`src/rtl/sysbus_arbiter_if.sv`:
```
// Sysbus arbiter port bundle: requester side (req_*/resp_*) plus the shared bus master port (bus_*).
// master = arbiter view, slave = requesters/bus view.
interface sysbus_arbiter_if #(
  parameter int unsigned BUS_DATA_WIDTH = 64,
  parameter int unsigned BUS_TAG_WIDTH  = 13
);
  localparam int unsigned ADDR_WIDTH = 64;

  logic [1:0]                          req_valid;
  logic [1:0][ADDR_WIDTH-1:0]          req_addr;
  logic [1:0][BUS_TAG_WIDTH-1:0]       req_tag;
  logic [1:0]                          req_ready;
  logic [1:0]                          resp_valid;
  logic [BUS_DATA_WIDTH-1:0]           resp_data;
  logic                                resp_last;
  logic                                tag_err;

  logic                                bus_reqcyc;
  logic [BUS_DATA_WIDTH-1:0]           bus_req;
  logic [BUS_TAG_WIDTH-1:0]            bus_reqtag;
  logic                                bus_reqack;
  logic                                bus_respcyc;
  logic                                bus_respack;
  logic [BUS_DATA_WIDTH-1:0]           bus_resp;
  logic [BUS_TAG_WIDTH-1:0]            bus_resptag;

  modport master (
    input  req_valid, req_addr, req_tag,
    input  bus_reqack, bus_respcyc, bus_resp, bus_resptag,
    output req_ready, resp_valid, resp_data, resp_last, tag_err,
    output bus_reqcyc, bus_req, bus_reqtag, bus_respack
  );

  modport slave (
    output req_valid, req_addr, req_tag,
    output bus_reqack, bus_respcyc, bus_resp, bus_resptag,
    input  req_ready, resp_valid, resp_data, resp_last, tag_err,
    input  bus_reqcyc, bus_req, bus_reqtag, bus_respack
  );
endinterface

```
`src/rtl/sysbus_arbiter.sv`:
```
// Shares the Sysbus master port between fetch (0) and data (1) requesters, one read transaction at a time.
// Define SYSBUS_ARB_RR_EN for round-robin tie-breaking; otherwise data always wins ties.
module sysbus_arbiter #(
  parameter int unsigned BUS_DATA_WIDTH = 64,
  parameter int unsigned BUS_TAG_WIDTH  = 13,
  parameter int unsigned BEATS          = 8
) (
  input  logic             clk,
  input  logic             reset,
  sysbus_arbiter_if.master sb
);
  localparam int unsigned CNT_WIDTH = (BEATS > 1) ? $clog2(BEATS) : 1;
  localparam logic [CNT_WIDTH-1:0] LAST_CNT = CNT_WIDTH'(BEATS - 1);

  typedef enum logic [1:0] {IDLE, REQ, WAIT} state_t;

  state_t                    state;
  logic                      owner;
  logic [CNT_WIDTH-1:0]      count;
  logic [BUS_DATA_WIDTH-1:0] addr_q;
  logic [BUS_TAG_WIDTH-1:0]  tag_q;
  logic                      reqcyc_q;
`ifdef SYSBUS_ARB_RR_EN
  logic                      ptr;
`endif

  logic win;
  logic grant;
  logic beat_in;
  logic beat_ok;
  logic beat_bad;
  logic beat_last;

  // Winner selection and beat classification; reset gates everything to zero immediately.
  always_comb begin
`ifdef SYSBUS_ARB_RR_EN
    win = (&sb.req_valid) ? ~ptr : sb.req_valid[1];
`else
    win = sb.req_valid[1];
`endif
    grant     = !reset && (state == IDLE) && (|sb.req_valid);
    beat_in   = !reset && (state == WAIT) && sb.bus_respcyc;
    beat_ok   = beat_in && (sb.bus_resptag == tag_q);
    beat_bad  = beat_in && (sb.bus_resptag != tag_q);
    beat_last = beat_ok && (count == LAST_CNT);
  end

  always_comb begin
    sb.req_ready   = '0;
    sb.resp_valid  = '0;
    sb.resp_data   = '0;
    sb.resp_last   = beat_last;
    sb.tag_err     = beat_bad;
    sb.bus_respack = beat_in;
    if (grant) begin
      sb.req_ready[win] = 1'b1;
    end
    if (beat_ok) begin
      sb.resp_valid[owner] = 1'b1;
      sb.resp_data         = sb.bus_resp;
    end
  end

  assign sb.bus_reqcyc = reqcyc_q;
  assign sb.bus_req    = addr_q;
  assign sb.bus_reqtag = tag_q;

  always_ff @(posedge clk or posedge reset) begin
    if (reset) begin
      state    <= IDLE;
      owner    <= 1'b0;
      count    <= '0;
      addr_q   <= '0;
      tag_q    <= '0;
      reqcyc_q <= 1'b0;
`ifdef SYSBUS_ARB_RR_EN
      ptr      <= 1'b0;
`endif
    end else begin
      case (state)
        IDLE: begin
          if (grant) begin
            owner    <= win;
            addr_q   <= BUS_DATA_WIDTH'(sb.req_addr[win]);
            tag_q    <= sb.req_tag[win];
            reqcyc_q <= 1'b1;
            state    <= REQ;
          end
        end
        REQ: begin
          if (sb.bus_reqack) begin
            reqcyc_q <= 1'b0;
            state    <= WAIT;
          end
        end
        WAIT: begin
          // Mismatched-tag beats are acked but leave the count alone.
          if (beat_last) begin
            count <= '0;
            state <= IDLE;
`ifdef SYSBUS_ARB_RR_EN
            ptr   <= owner;
`endif
          end else if (beat_ok) begin
            count <= count + CNT_WIDTH'(1);
          end
        end
        default: state <= IDLE;
      endcase
    end
  end
endmodule

```
`src/flat_wrapper.sv`:
```
// flat-port wrapper written by rule: the top's interface ports become plain ports
module sysbus_arbiter_flat 
#(
  parameter int unsigned BUS_DATA_WIDTH = 64,
  parameter int unsigned BUS_TAG_WIDTH  = 13,
  parameter int unsigned BEATS          = 8
)
  (clk, reset, sb_req_valid, sb_req_addr, sb_req_tag, sb_bus_reqack, sb_bus_respcyc, sb_bus_resp, sb_bus_resptag, sb_req_ready, sb_resp_valid, sb_resp_data, sb_resp_last, sb_tag_err, sb_bus_reqcyc, sb_bus_req, sb_bus_reqtag, sb_bus_respack);
  sysbus_arbiter_if #(.BUS_DATA_WIDTH(BUS_DATA_WIDTH), .BUS_TAG_WIDTH(BUS_TAG_WIDTH)) sb_i ();
  input  logic clk;
  input  logic reset;
  input wire logic [$bits(sb_i.req_valid)-1:0] sb_req_valid;
  input wire logic [$bits(sb_i.req_addr)-1:0] sb_req_addr;
  input wire logic [$bits(sb_i.req_tag)-1:0] sb_req_tag;
  input wire logic [$bits(sb_i.bus_reqack)-1:0] sb_bus_reqack;
  input wire logic [$bits(sb_i.bus_respcyc)-1:0] sb_bus_respcyc;
  input wire logic [$bits(sb_i.bus_resp)-1:0] sb_bus_resp;
  input wire logic [$bits(sb_i.bus_resptag)-1:0] sb_bus_resptag;
  output wire logic [$bits(sb_i.req_ready)-1:0] sb_req_ready;
  output wire logic [$bits(sb_i.resp_valid)-1:0] sb_resp_valid;
  output wire logic [$bits(sb_i.resp_data)-1:0] sb_resp_data;
  output wire logic [$bits(sb_i.resp_last)-1:0] sb_resp_last;
  output wire logic [$bits(sb_i.tag_err)-1:0] sb_tag_err;
  output wire logic [$bits(sb_i.bus_reqcyc)-1:0] sb_bus_reqcyc;
  output wire logic [$bits(sb_i.bus_req)-1:0] sb_bus_req;
  output wire logic [$bits(sb_i.bus_reqtag)-1:0] sb_bus_reqtag;
  output wire logic [$bits(sb_i.bus_respack)-1:0] sb_bus_respack;
  assign sb_i.req_valid = sb_req_valid;
  assign sb_i.req_addr = sb_req_addr;
  assign sb_i.req_tag = sb_req_tag;
  assign sb_i.bus_reqack = sb_bus_reqack;
  assign sb_i.bus_respcyc = sb_bus_respcyc;
  assign sb_i.bus_resp = sb_bus_resp;
  assign sb_i.bus_resptag = sb_bus_resptag;
  assign sb_req_ready = sb_i.req_ready;
  assign sb_resp_valid = sb_i.resp_valid;
  assign sb_resp_data = sb_i.resp_data;
  assign sb_resp_last = sb_i.resp_last;
  assign sb_tag_err = sb_i.tag_err;
  assign sb_bus_reqcyc = sb_i.bus_reqcyc;
  assign sb_bus_req = sb_i.bus_req;
  assign sb_bus_reqtag = sb_i.bus_reqtag;
  assign sb_bus_respack = sb_i.bus_respack;
  sysbus_arbiter #(.BUS_DATA_WIDTH(BUS_DATA_WIDTH), .BUS_TAG_WIDTH(BUS_TAG_WIDTH), .BEATS(BEATS)) u_core (.clk(clk), .reset(reset), .sb(sb_i));
endmodule
```
`config.mk`:
```
export PLATFORM = sky130hd
export DESIGN_NAME = sysbus_arbiter_flat
export DESIGN_NICKNAME = d
export VERILOG_FILES = /design/src/rtl/sysbus_arbiter_if.sv /design/src/rtl/sysbus_arbiter.sv /design/src/flat_wrapper.sv
export SDC_FILE = /design/constraint.sdc
export NUM_CORES = 1
export LEC_CHECK = 0
export BUFFER_PORTS_ARGS = -buffer_cell sky130_fd_sc_hd__buf_4
export CAP_MARGIN = 10
export CORE_AREA = 2 2 148 150
export CTS_CLUSTER_SIZE = 8
export DETAILED_ROUTE_END_ITERATION = 10
export DIE_AREA = 0 0 150 152
export PLACE_DENSITY = 0.48
export SLEW_MARGIN = 10
export SYNTH_ARGS = -nofsm -noshare
export SYNTH_HDL_FRONTEND = slang
export SYNTH_SLANG_ARGS = --single-unit
export TNS_END_PERCENT = 1
```
`constraint.sdc`:
```
create_clock -name clk -period 3.1 [get_ports clk]
set_clock_uncertainty 0.2 [all_clocks]
set_input_delay 0.155 -clock clk [delete_from_list [all_inputs] [get_ports clk]]
set_output_delay 0.155 -clock clk [all_outputs]
set_load 0.02 [all_outputs]
```
==> results of run 1 <==
stage by stage:
| step | total power [W] | util | cells | setup slack (ns) |
|---|---|---|---|---|
| 2_1_floorplan | 0.001627 | - | 463 | 0.5799 |
| 3_3_place_gp | 0.002119 | 0.3605 | 1102 | 0.6956 |
| 3_5_place_dp | 0.002121 | 0.3605 | 1102 | 0.6698 |
| 4_1_cts | 0.003360 | 0.4453 | 1271 | 0.2785 |
| 5_1_grt | 0.003493 | 0.4453 | 1271 | 0.1872 |
| 6_report | 0.003308 | 0.4454 | 1272 | 0.3696 |
cell usage in the layout, fill, tap and decap left out, types with 4 or more instances in the layout:
cell | netlist | layout
a21oi_1 | 77 | 77
and2_1 | 67 | 67
buf_4 | 0 | 389
clkbuf_16 | 0 | 9
dfrtp_1 | 84 | 84
dlygate4sd3_1 | 0 | 153
mux2i_1 | 77 | 77
nand3_1 | 4 | 4
nand4_1 | 4 | 4
nor2_1 | 80 | 80
nor2b_1 | 5 | 5
xnor2_1 | 13 | 13
cell usage after synthesis, drive strengths merged:
| cell type | count |
|---|---|
| a21o | 2 |
| a21oi | 77 |
| and2 | 67 |
| and4bb | 1 |
| buf | 16 |
| clkbuf | 17 |
| dfrtp | 84 |
| ha | 2 |
| inv | 1 |
| mux2 | 4 |
| mux2i | 77 |
| nand2 | 1 |
| nand2b | 1 |
| nand3 | 4 |
| nand3b | 1 |
| nand4 | 4 |
| nor2 | 80 |
| nor2b | 5 |
| nor4 | 4 |
| o21ai | 1 |
| o21bai | 1 |
| xnor2 | 13 |
power breakdown:
part           total, W  internal [W]  switching (W)
registers       0.00126       0.00120      0.0000630
clock network   0.00103      0.000550       0.000482
logic           0.00102      0.000589       0.000427
total           0.00331       0.00234       0.000972
worst max-delay path: cells and delay by family:
kind	cells	cell delay, ns
buffers and inverters	4	1.31
AND/OR/NAND/NOR	4	0.87
per-layer routing:
layer  global-route usage  vias up
met3              0.05045       20
met2               0.3170      232
li1                     -     2625
met4              0.05256        0
met1               0.1980     2439
met5                    0        -
sequential cells by signal, indices dropped and copies added (netlist names):
name                  cells
u_core.count              3
u_core.sb.bus_reqtag     13
u_core.sb.bus_reqcyc      1
u_core.owner              1
u_core.state              2
u_core.sb.bus_req        64
kinds of logic after synthesis:
family	after synthesis	synth area share
buffers and inverters	34	0.03549
adder cells (fa/ha/maj)	2	0.005544
AO/OA/AOI/OAI	81	0.09149
XOR/XNOR	13	0.02523
multiplexers	81	0.1833
flip-flops	84	0.4658
AND/OR/NAND/NOR	168	0.1932
area by class of cell:
class | count | share of cell area
Antenna cell | 1 | 0.0002632
Clock buffer | 10 | 0.02408
Clock inverter | 6 | 0.005132
Inverter | 1 | 0.0005263
Multi-Input combinational cell | 345 | 0.2376
Sequential cell | 84 | 0.2211
Tap cell | 280 | 0.03684
Timing Repair Buffer | 545 | 0.4745
final timing paths:
path,from,endpoint,cells past startpoint
worst min-delay path,sb_req_tag[14],u_core.sb.bus_reqtag[1],3
max in group asynchronous,reset,u_core.sb.bus_req[61],4
worst min register to register,u_core.sb.bus_reqcyc,u_core.sb.bus_reqcyc,1
worst max register to register,u_core.sb.bus_reqtag[12],u_core.count[2],5
min in group asynchronous,reset,u_core.count[2],3
worst max-delay path,reset,sb_resp_valid[1],8
==> impl_metrics.toml, run 1 <==
[finish]
multi_input_area_sq_um = 2260
nFillCells = 2137
nets = 1225
seq_area_sq_um = 2102
design_area_sq_um = 9509
drive_gt1_frac = 0.4188
syn_to_final_growth_pct = 110.7

[place]
dp_hpwl_um = 15260
io_buffers = 385
placed_area_sq_um = 7697
gp_congestion = 0.7239

[clock_network]
clk_pin_slew_worst_paths_ns = 0.06
post_cts_buffers = 0
numCtsBuffers = 9
cts_max_level = 3
max-clock-path-buffers = 2
clkSinkCount = 84
insertion_delay_ns = 0.34
cts_hold_buf = 153
cts-root-buf = "clkbuf_16"
cts_resized = 0
cts_tree = "done"

[logic_synthesis]
synth.avg_cell_area_sq_um = 9.747
ys_seq_elements = 84
synth_top_cell_by_area = "dfrtp_1"
syn_nets = 702
synth_top_area_share = 0.4658
synth_top_cells_by_area = "dfrtp_1 (47%), mux2i_1 (17%), and2_1 (9.3%), a21oi_1 (8.5%), nor2_1 (6.7%)"
syn-cell-area_sq_um = 4513
syn_inst = 463
yosys.cell_types.count = 28
yosysWarnings = 0
yosysSeqAreaShare = 0.4658

[detailed_routing]
wl_met1_um = 7897
route.detailed.drc = 0
ant_nets = 0
via_count = 5316
top_layer_used = "met4"
firstDrtPassIters = 4
drt_wl_total_um = 20640
met2_length_um = 10610
met3WireLength_um = 1784
avgRoutedWirePerCell_um = 16.23
viasPerCell = 4.179
drtIter0Drc = 162

[pwr]
p_leak_nw = 4.848
power.density_nw_per_um2 = 347.9
ir_drop_mv = 0.2955

[global_route]
grt_util_all_layers = 0.1755
grt_pass1_wl_um = 30470
grt_pass1_vias = 5343
grt_overflow = 0
grt_start_max_net_pins = 129
antenna_found_initial = 0

[setup_path]
cp-start-kind = "input port"
cp_slowest_cell = "dlygate4sd3_1"
crit_type = "input port to primary output"
crit_required_ns = 2.74
worstPathMaxFanout = 60
r2r_slack_ns = 0.79
end_kind = "primary output"
crit_top_cell = "buf_4"
path_cells = "dlygate4sd3_1 > buf_4 > and4bb_2 > nand3_1 > nor4_4 > buf_4 > and2_1 > buf_4"
slowest_delay_ns = 0.56
critPathArrivalTime_ns = 2.38

[sta]
relSlewSlack = 0.4344
setup_viol_count_final = 0
post-route-period-util = 0.8808
slew_violations = 0
rsz0062_at_grt = "no"
fin_setup_tns_ns = 0
hold_violations = 0
fmax_ghz = 0.3663
finalCriticalPeriod_ns = 2.730
tightest_slew_ns = 0.8484
hold_slack_ns = 0.001565

[run_status]
status = "completed"

[floorplan]
dieArea_sq_um = 22800
row_count = 54
initial_core_util = 0.2114
ios = 386
die_y_um = 152
core_area_sq_um = 21350
die_w_um = 150

[worst_hold_path]
min_path_type = "input port to flop"

[flow_run]
maxCapViolCount = 0
Power figures use the tool's default switching activity.
==> run 2: changes to the inputs <==
- ABC_AREA: unset -> 1
- CORE_AREA: 2 2 148 150 -> 2 2 152 154
- DIE_AREA: 0 0 150 152 -> 0 0 154 156
- PLACE_DENSITY: 0.48 -> 0.46
==> run 2 against run 1 <==
First-iteration DRC count increased by 22%. Fmax down 0.51%. Final area is 0.22% higher. Synthesized cell count up 41%. Highest routed layer unchanged.
==> impl_metrics.toml, run 2 <==
[run_status]
status = "completed"

[floorplan]
ios = 386
core_area_sq_um = 22370
dieArea_sq_um = 24020
die_y_um = 156
die_w_um = 154
initial_core_util = 0.2002
row_count = 55

[setup_path]
crit_type = "input port to flop"
reg2regPathDepth = 8
critPathArrivalTime_ns = 2.82
crit_required_ns = 3.17
cp_slowest_cell = "dlygate4sd3_1"
path_delay_family = "buffers and inverters"
path_cells = "dlygate4sd3_1 > buf_4 > nor2_1 > nor3_4 > buf_4 > inv_2 > buf_12 > nand2_1 > nand3_1 > dlygate4sd3_1"
path_depth = 10
worst-path-buf-inv = 6
worstPathMaxFanout = 41
cp-start-kind = "input port"
slowest_delay_ns = 0.56
end_kind = "flop"

[clock_network]
cts_hold_buf = 157
cts_max_level = 3
post_cts_buffers = 0
cts_tree = "done"
cts_resized = 0
numCtsBuffers = 9
clkSinkCount = 84
max-clock-path-buffers = 2
cts-root-buf = "clkbuf_16"
insertion_delay_ns = 0.34
clk_pin_slew_worst_paths_ns = 0.07

[finish]
nets = 1423
layout_common_cells = "buf_4 (392), nand2_1 (272), dlygate4sd3_1 (157), inv_1 (94), dfrtp_1 (84)"
antenna_cells = 0
largest_reg_flops = 64
multi_input_area_sq_um = 1841
drive_gt1_frac = 0.3516
syn_to_final_growth_pct = 112.9
layout_commonest_cell = "buf_4"
nFillCells = 2304
design_area_sq_um = 9530
seq_area_sq_um = 2102

[sta]
hold_violations = 0
post-route-period-util = 0.8853
slew_violations = 0
finalCriticalPeriod_ns = 2.744
relSlewSlack = 0.5815
tightest_slew_ns = 0.6277
fmax_ghz = 0.3644
setup_viol_count_final = 0
fin_setup_tns_ns = 0
rsz0062_at_grt = "no"

[detailed_routing]
firstDrtPassIters = 4
drtIter0Drc = 198
ant_nets = 0
viasPerCell = 4.131
avgRoutedWirePerCell_um = 14.83
drt_wl_total_um = 21860
route.detailed.drc = 0
via_count = 6089

[logic_synthesis]
synth_edf_count = 0
syn_inst = 652
synth_top_area_share = 0.4695
syn_nets = 891
syn-cell-area_sq_um = 4477
yosys.cell_types.count = 22
synth.avg_cell_area_sq_um = 6.866
synth_top_cells_by_area = "dfrtp_1 (47%), nand2_1 (23%), inv_1 (8.0%), nand3_1 (7.5%), nor2_1 (6.2%)"
synth_top_cell_by_area = "dfrtp_1"
yosysSeqAreaShare = 0.4695
ys_seq_elements = 84
yosysWarnings = 0
synth.most_common_cell = "nand2_1"
synth_flop_cell = "dfrtp_1"
synthArstFlopShare = 1.000
ys_top_cells_by_count = "nand2_1 (272), inv_1 (95), dfrtp_1 (84), nor2_1 (74), nand3_1 (67)"

[pwr]
p_leak_nw = 5.293
ir_drop_mv = 0.4616
power.density_nw_per_um2 = 685.1

[global_route]
grt_overflow = 0
antenna_found_initial = 0
grt_start_max_net_pins = 65
grt_pass1_vias = 6305
grt_pass1_wl_um = 32910
grt_util_all_layers = 0.1770

[place]
placed_area_sq_um = 7674
io_buffers = 385
gp_congestion = 0.7517
dp_hpwl_um = 15800

[flow_run]
maxCapViolCount = 0

[worst_hold_path]
min_path_type = "input port to flop"
whs_path_depth = 6
-- run 2: routing by layer --
layer	track usage	vias up	wire, um
met1	0.1915	2786	8190
met4	0.05518	0	464
met3	0.05833	22	1908
met2	0.3267	269	11290
li1	-	3012	-
met5	0	-	0
-- run 2: worst min-delay path: stages --
cell and delay [ns]:
buf_4 0.12, nand2_1 0.05, nor2_1 0.09, nand4_1 0.11, nand2_1 0.05, inv_1 0.04
-- run 2: where the power goes --
group          total, W  switching, W  internal (W)
sequential      0.00191      0.000317       0.00159
clock           0.00107      0.000494      0.000572
combinational   0.00356       0.00167       0.00189
total           0.00653       0.00248       0.00405
-- run 2: cell families after synthesis --
family	Yosys count	share of synthesized area
AO/OA/AOI/OAI	16	0.02515
flip-flops	84	0.4695
XOR/XNOR	2	0.003914
AND/OR/NAND/NOR	419	0.3765
buffers and inverters	129	0.1193
adder cells (fa/ha/maj)	2	0.005589
-- run 2: path summary, 6_finish.rpt --
check                      slack (ns)                 start                 endpoint
hold / removal                    0.1        sb_bus_respcyc          u_core.count[0]
max in group asynchronous        1.28                 reset    u_core.sb.bus_req[13]
min in group asynchronous        0.41                 reset  u_core.sb.bus_reqtag[5]
setup / recovery                 0.36       sb_req_valid[1]    u_core.sb.bus_req[50]
hold reg to reg                  0.29  u_core.sb.bus_reqcyc     u_core.sb.bus_reqcyc
setup reg to reg                 0.39       u_core.state[1]    u_core.sb.bus_req[50]
-- run 2: area by class of cell --
type,instances,share of cell area
Inverter,98,0.03899
Clock buffer,10,0.02508
Timing Repair Buffer,552,0.4800
Multi-Input combinational cell,439,0.1931
Clock inverter,6,0.004858
Sequential cell,84,0.2206
Tap cell,285,0.03742
-- run 2: stage by stage --
step	util	total power (W)	hold slack (ns)	setup WS [ns]	cells
floorplan	-	0.003304	0.04127	0.3980	652
global placement	0.3431	0.004667	0.1616	0.7735	1301
detailed placement	0.3431	0.004652	0.1611	0.7628	1301
CTS	0.4261	0.006573	0.09008	0.3666	1474
global route	0.4261	0.006993	0.1749	0.1871	1474
finish	0.4261	0.006529	0.09513	0.3555	1474
==> run 3: changes to the inputs <==
- BUFFER_PORTS_ARGS: -buffer_cell sky130_fd_sc_hd__buf_4 -> -buffer_cell sky130_fd_sc_hd__buf_2
==> run 3 against run 2 <==
Critical path depth fell by 1. Routed wire length fell by 4.2%. Register-to-register slack improved by 0.03 ns. Global-route usage fell by 0.67 points. Sequential share of layout area rose by 2.5 points. Power fell by 4.7%. Cell count fell by 0.14%. Utilization fell by 4.3 points. Clock power rose by 8%. Flip-flop and latch count did not move. Worst hold slack improved by 0.028 ns. Via count fell by 0.80%. Critical endpoint is now sb_resp_data[8]. Largest power group unchanged.
==> impl_metrics.toml, run 3 (same netlist as run 2, synthesis figures left out) <==
[run_status]
status = "completed"

[sta]
rsz0062_at_grt = "no"
fin_ws_ns = 0.3420
setup_viol_count_final = 0
fmax_ghz = 0.3626
hold_slack_ns = 0.1232
tightest_slew_ns = 0.6399
hold_violations = 0
slew_violations = 0
relSlewSlack = 0.5734
post-route-period-util = 0.8897
fin_setup_tns_ns = 0
finalCriticalPeriod_ns = 2.758

[flow_run]
maxCapViolCount = 0

[place]
gp_congestion = 0.7626
io_buffers = 385
dp_slack_ns = 0.7149
dp_hpwl_um = 15030

[floorplan]
die_w_um = 154
core_area_sq_um = 22370
dieArea_sq_um = 24020
ios = 386
row_count = 55
die_y_um = 156
initial_core_util = 0.2002

[setup_path]
regToRegEndpoint = "u_core.sb.bus_req[37]"
reg2regPathDepth = 7
cp-start-kind = "input port"
r2r_start = "u_core.state[1]"
slowest_delay_ns = 0.54
critPathArrivalTime_ns = 2.40
cp_slowest_cell = "dlygate4sd3_1"
r2r_slack_ns = 0.42
path_delay_family = "buffers and inverters"
path_cells = "dlygate4sd3_1 > buf_2 > clkinvlp_4 > nand2_1 > nor2_1 > nand3_2 > buf_4 > nor2_1 > buf_2"
worst-path-buf-inv = 5
crit_required_ns = 2.74
end_kind = "primary output"
crit_type = "input port to primary output"
worstPathMaxFanout = 65

[pwr]
power.density_nw_per_um2 = 725.7
p_leak_nw = 5.063
total_power_w = 0.006223
ir_drop_mv = 0.3918

[finish]
nets = 1421
antenna_cells = 0
syn_to_final_growth_pct = 91.56
layout_commonest_cell = "buf_2"
layout_common_cells = "buf_2 (385), nand2_1 (272), dlygate4sd3_1 (157), inv_1 (94), dfrtp_1 (84)"
largest_reg_flops = 64
drive_gt1_frac = 0.3505

[detailed_routing]
via_count = 6040
drtIter0Drc = 254
firstDrtPassIters = 4
ant_nets = 0
drt_wl_total_um = 20940
viasPerCell = 4.103
avgRoutedWirePerCell_um = 14.23
route.detailed.drc = 0

[global_route]
grt_util_all_layers = 0.1703
grt_pass1_vias = 6282
antenna_found_initial = 1
grt_pass1_wl_um = 31880
grt_start_max_net_pins = 85
grt_overflow = 0

[clock_network]
numCtsBuffers = 9
cts_max_level = 3
cts_tree = "done"
post_cts_buffers = 0
clkSinkCount = 84
insertion_delay_ns = 0.34
clk_pin_slew_worst_paths_ns = 0.06
max-clock-path-buffers = 2
cts-root-buf = "clkbuf_16"

[worst_hold_path]
whs_endpoint = "u_core.count[0]"
whs_path_depth = 7
worstHoldStart = "sb_bus_resptag[3]"
min_path_type = "input port to flop"
==> run 3: metrics by stage <==
stage               instances    util  instance area, sq um
floorplan                 652       -                  4481
global placement         1299  0.2994                  6695
detailed placement       1299  0.2994                  6695
CTS                      1472  0.3834                  8576
global route             1472  0.3834                  8576
finish                   1472  0.3834                  8576
==> run 3: worst max-delay path by stage <==
stage / to / slack [ns] / cells after the start / startpoint
after floorplan: sb_resp_data[13] / 0.40 / 6 / reset
after global placement: sb_resp_data[8] / 0.71 / 9 / u_core.sb.bus_reqtag[6]
after detailed placement: sb_resp_data[8] / 0.71 / 9 / u_core.sb.bus_reqtag[6]
after CTS: sb_resp_data[8] / 0.32 / 9 / reset
after global routing: sb_resp_data[49] / 0.11 / 9 / u_core.sb.bus_reqtag[6]
final: sb_resp_data[8] / 0.34 / 9 / reset
==> run 3: routing by layer <==
| layer | vias up | routed length, um | GRT usage |
|---|---|---|---|
| met5 | - | 0 | 0 |
| met3 | 16 | 1790 | 0.05389 |
| met1 | 2765 | 7734 | 0.1736 |
| met4 | 0 | 327 | 0.04940 |
| li1 | 3002 | - | - |
| met2 | 257 | 11090 | 0.3312 |
==> run 3: what timing repair did <==
item                      in CTS  in global routing
hold buffers                 157                  0
resized for setup              0                  0
hold endpoints to repair     165                  0
==> run 3: cell type report <==
| class | count | area (sq um) |
|---|---|---|
| well taps | 285 | 356.6 |
| repair buffers | 550 | 3596 |
| fillers | 2398 | 13790 |
| clock buffers | 10 | 239.0 |
| inverters | 98 | 371.6 |
| clock inverters | 6 | 70.07 |
| flip-flops and latches | 84 | 2102 |
| multi-input cells | 439 | 1841 |
==> run 3: where the power goes <==
part           switching, W  internal [W]
logic               0.00164       0.00154
registers          0.000294       0.00159
clock network      0.000505      0.000656
==> run 3: worst register-to-register path, delay by kind of cell, from the launching register on <==
kind                   cells  cell delay [ns]
buffers and inverters      3             1.22
and+or+nand+nor            4             0.74
DFF                        1             0.40
